## config.mk

```make
export PLATFORM = sky130hd
export DESIGN_NAME = clk_period_meter
export DESIGN_NICKNAME = d
export VERILOG_FILES = /design/src/rtl/clk_meas_pkg.sv /design/src/rtl/clk_period_meter_edge_det.sv /design/src/rtl/clk_period_meter.sv
export SDC_FILE = /design/constraint.sdc
export NUM_CORES = 1
export LEC_CHECK = 0
export ABC_AREA = 1
export BUFFER_PORTS_ARGS = -buffer_cell sky130_fd_sc_hd__buf_2
export CORE_AREA = 2 2 111 70
export DETAILED_ROUTE_END_ITERATION = 8
export DIE_AREA = 0 0 113 72
export GPL_ROUTABILITY_DRIVEN = 0
export PLACE_DENSITY_LB_ADDON = 0.2
export SYNTH_ARGS = -nofsm -noshare
export SYNTH_HDL_FRONTEND = slang
export SYNTH_SLANG_ARGS = --single-unit
```

## constraint.sdc

```tcl
create_clock -name clk_in -period 1.98 [get_ports clk_in]
set_input_delay 0.396 -clock clk_in [delete_from_list [all_inputs] [get_ports clk_in]]
set_output_delay 0.396 -clock clk_in [all_outputs]
set_load 0.05 [all_outputs]
```

## src/rtl/clk_meas_pkg.sv

```systemverilog
// clk_meas_pkg: shared state encoding, default widths and saturating increment for the period meter
package clk_meas_pkg;
   typedef enum logic [1:0] {IDLE = 2'd0, ARM = 2'd1, HIGH = 2'd2, LOW = 2'd3} state_t;
   localparam int CNT_W_DEF  = 8;
   localparam int PCNT_W_DEF = 16;
   function automatic logic [31:0] sat_inc(input logic [31:0] v, input int w);
      return (v == (32'hFFFF_FFFF >> (32 - w))) ? v : v + 32'd1;
   endfunction
endpackage

```

## src/rtl/clk_period_meter_edge_det.sv

```systemverilog
// edge_det: registers the sampled divided clock and flags its rising and falling edges
module edge_det (
   input  logic clk_in,
   input  logic reset,
   input  logic sig_in,
   output logic rise,
   output logic fall
);
   logic sig_d;
   always_ff @(posedge clk_in) begin
      if (reset) sig_d <= 1'b0;
      else       sig_d <= sig_in;
   end
   assign rise = sig_in & ~sig_d;
   assign fall = ~sig_in & sig_d;
endmodule

```

## src/rtl/clk_period_meter.sv

```systemverilog
// clk_period_meter: measures high/low time of a divided clock and checks it against expected values
module clk_period_meter
   import clk_meas_pkg::*;
#(
   parameter int CNT_W  = CNT_W_DEF,
   parameter int PCNT_W = PCNT_W_DEF
) (
   input  logic              clk_in,
   input  logic              reset,
   input  logic              en,
   input  logic              clr,
   input  logic              sig_in,
   input  logic [CNT_W-1:0]  exp_high,
   input  logic [CNT_W-1:0]  exp_low,
   output logic [CNT_W-1:0]  meas_high,
   output logic [CNT_W-1:0]  meas_low,
   output logic              meas_valid,
   output logic              mismatch,
   output logic [PCNT_W-1:0] period_cnt,
   output logic              busy
);
   state_t state, state_nx;
   logic rise, fall, sat, done, fail;
   logic [CNT_W-1:0] hcnt, lcnt;
   logic [PCNT_W-1:0] pbase;
   edge_det u_edge (.clk_in(clk_in), .reset(reset), .sig_in(sig_in), .rise(rise), .fall(fall));
   always_comb begin
      state_nx = !en             ? IDLE :
                 state == IDLE   ? ARM  :
                 state == ARM    ? (rise ? HIGH : ARM) :
                 state == HIGH   ? (fall ? LOW : HIGH) :
                                   (rise ? HIGH : LOW);
   end
   assign done  = en && state == LOW && rise;
   assign fail  = (exp_high != '0 && hcnt != exp_high) || (exp_low != '0 && lcnt != exp_low) || sat;
   assign pbase = clr ? '0 : period_cnt;
   assign busy  = state == HIGH || state == LOW;
   always_ff @(posedge clk_in) begin
      if (reset) begin
         state      <= IDLE;
         hcnt       <= '0;
         lcnt       <= '0;
         sat        <= 1'b0;
         meas_high  <= '0;
         meas_low   <= '0;
         meas_valid <= 1'b0;
         mismatch   <= 1'b0;
         period_cnt <= '0;
      end else begin
         state      <= state_nx;
         meas_valid <= done;
         mismatch   <= (mismatch & ~clr) | (done & fail);
         period_cnt <= done ? PCNT_W'(sat_inc(32'(pbase), PCNT_W)) : pbase;
         if (done) begin
            meas_high <= hcnt;
            meas_low  <= lcnt;
         end
         // Counters only run while measuring; leaving or arming starts from a clean slate
         if (!en || state == IDLE || state == ARM) begin
            hcnt <= (en && state == ARM && rise) ? CNT_W'(1) : '0;
            lcnt <= '0;
            sat  <= 1'b0;
         end else if (state == HIGH) begin
            if (fall) lcnt <= CNT_W'(1);
            else if (sig_in) begin
               hcnt <= CNT_W'(sat_inc(32'(hcnt), CNT_W));
               sat  <= sat | (&hcnt);
            end
         end else if (rise) begin
            hcnt <= CNT_W'(1);
            lcnt <= '0;
            sat  <= 1'b0;
         end else begin
            lcnt <= CNT_W'(sat_inc(32'(lcnt), CNT_W));
            sat  <= sat | (&lcnt);
         end
      end
   end
endmodule

```

==> results_dict.tcl <==
set metrics [dict create \
    antenna_found_initial 0 \
    finalSetupViolCount 0 \
    required_ns 2.14 \
    drc_errors 5 \
    drv_cap 0 \
    hold_viol 0 \
    drive_gt1_share_pct 22.06 \
    synth_area_leader_cell "dfxtp_1" \
    routedWlPerCell_um 12.30 \
    viasPerCell 4.968 \
    portBuffers 55 \
    cts_buffer_depth 2 \
    syn_area_per_cell_um2 6.560 \
    dr.pass1.iters 7 \
    start_util_pct 43.04 \
    cp-start-kind "flip-flop" \
    vdd_drop_max_uv 330.8 \
    core-area_um2 7087 \
    post_dp_cell_area_um2 3522 \
    root_buffer "clkbuf_16" \
    synth-main-ff-cell "dfxtp_1" \
    hold_depth 3 \
    drv_slew 0 \
    tightest_slew_ns 0.4092 \
    nFillCells 735 \
    fp.dieW_um 113 \
    utilization_pct 52.12 \
    detail-route-antenna-nets 0 \
    timing.final.crit_share_pct 88.19 \
    synth_top_area_share_pct 35.44 \
    fmax_ghz 0.5727 \
    num_rows 24 \
    die_area_um2 8136 \
    final_cells 626 \
    fp.dieH_um 72 \
    cts_tree "yes" \
    cp_max_fo 13 \
    rsz0062_at_grt "false" \
    total_power_w 0.002205 \
    synth_edf_count 0 \
    grt_pass1_vias 2747 \
    diodes 0 \
    synth_commonest_cells "115 x nand2_1, 64 x nor2_1, 55 x inv_1" \
    worstPathArrival_ns 1.91 \
    clk_latency_ns 0.29 \
    syn-num-nets 489 \
    ys_seq_elements 54 \
    synth.distinct_cells 34 \
    grt_pass1_wl_um 13070 \
    dp.cells 618 \
    post-synth-top-count-cell "nand2_1" \
    status "complete, but fails checks" \
    power.density_nw_per_um2 596.9 \
    cts.sink_count 54 \
    hold_buffers 0 \
    hpwl_um 6001 \
    ff2ff_path_depth 8 \
    synth_area_um2 3050 \
    layout.nets 558 \
    tritoncts.num_buffers 5 \
    path_class "reg2reg" \
    yosysWarnings 0 \
    wl_um 7697 \
    drt_iter0_markers 160 \
    final_cell_area_um2 3694 \
    vias 3110 \
    fin_worst_skew_ns 0.005944 \
    synthCells 465 \
    p_leak_nw 1.677 \
    synthArstFlopShare_pct 0 \
    seq_area_frac_synth_pct 35.44 \
    synth_area_leaders "dfxtp_1 35%, nand2_1 14%, nor2_1 7.9%" \
    clkTransAtPathRegs_ns 0.07 \
    violations "design-rule violations" \
    grt_max_degree 19 \
    hp-class "in2reg" \
    min_period_ns 1.746 \
    boundaryPins 56 \
    cts.htree.levels 2 \
    maxSlewHeadroom_pct 72.66 \
    end_kind "flip-flop" \
    grt_overflow 0 \
    track_usage_pct 19.78 \
    area_delta_synth_final_pct 21.08 \
]
[where the power goes]
| group | switching (W) | total (W) | leakage, nW | internal (W) |
|---|---|---|---|---|
| registers | 0.00000205 | 0.00109 | 0.436 | 0.00109 |
| clock network | 0.000390 | 0.000988 | 0.0771 | 0.000598 |
| logic | 0.0000749 | 0.000126 | 1.16 | 0.0000506 |
[worst max-delay path, cell delays in order, from the launching register on]
cell and delay [ns]:
dfxtp_1 0.34, ha_1 0.18, nand2_1 0.10, nor3_2 0.20
nand2_1 0.11, nand3_1 0.11, nand2_1 0.27, o21ai_0 0.26
a21oi_1 0.05
[cell usage in the layout, fill, tap and decap left out, types with 6 or more instances in the layout]
cell | synthesis | routed
nand2_1 | 115 | 113
nor2_1 | 64 | 63
inv_1 | 55 | 55
buf_2 | 4 | 55
dfxtp_1 | 54 | 53
a21oi_1 | 33 | 33
nand3_1 | 28 | 28
o21ai_0 | 24 | 24
buf_4 | 0 | 18
xnor2_1 | 11 | 11
nor3_1 | 9 | 9
inv_2 | 8 | 8
nand4_1 | 8 | 8
o21ai_1 | 6 | 6
[state kept, by name, summed over array words and instances, names as in the netlist]
| name | flops |
|---|---|
| meas_valid | 1 |
| hcnt | 8 |
| period_cnt | 16 |
| state | 2 |
| u_edge.sig_d | 1 |
| lcnt | 8 |
| meas_low | 8 |
| sat | 1 |
| mismatch | 1 |
| meas_high | 8 |
[through the flow]
stage	hold slack, ns	setup WS [ns]	TNS, ns
finish	0.3935	0.2339	0
global route	0.4005	0.04235	0
CTS	0.3882	0.1870	0
detailed placement	0.4757	-0.06393	-0.2122
global placement	0.4577	-0.02097	-0.02097
floorplan	0.4480	0.004019	0
[worst paths after layout]
path	slack [ns]	endpoint	start
worst max-delay path	0.23	hcnt[0]	hcnt[0]
worst min-delay path	0.39	state[0]	en
worst max register to register	0.23	hcnt[0]	hcnt[0]
worst min register to register	0.49	meas_high[1]	meas_high[1]
[routing by layer]
metal / share of wire [%] / global-route usage, %
met5: 0 / 0
met3: 8.5 / 4.094
met4: 0.38 / 3.252
met2: 38 / 28.28
met1: 53 / 30.84
[kinds of logic (layout without fill, tap and decap cells)]
family / count (synthesis) / in the layout / synth area share (%)
AND/OR/NAND/NOR: 247 / 247 / 36.26
buffers and inverters: 75 / 145 / 10.25
AO/OA/AOI/OAI: 74 / 74 / 13.37
flip-flops: 54 / 54 / 35.44
XOR/XNOR: 12 / 12 / 3.445
adder cells (fa/ha/maj): 3 / 3 / 1.231
[area by class of cell]
cell class	instances	area, um2	share of cell area, %
clock buffers	6	128.9	3.489
clock inverters	2	37.54	1.016
inverters	63	236.5	6.402
multi-input cells	336	1664	45.05
flip-flops and latches	54	1082	29.30
well taps	91	113.9	3.083
repair buffers	74	430.4	11.65
[what timing repair did]
item / in CTS / in global routing
endpoints found under the setup margin: 0 / 8
endpoints found under the hold margin: 0 / 0
setup buffers: 0 / 0
gates resized for setup: 0 / 2
Note: power is estimated with default switching activity, not from simulation.
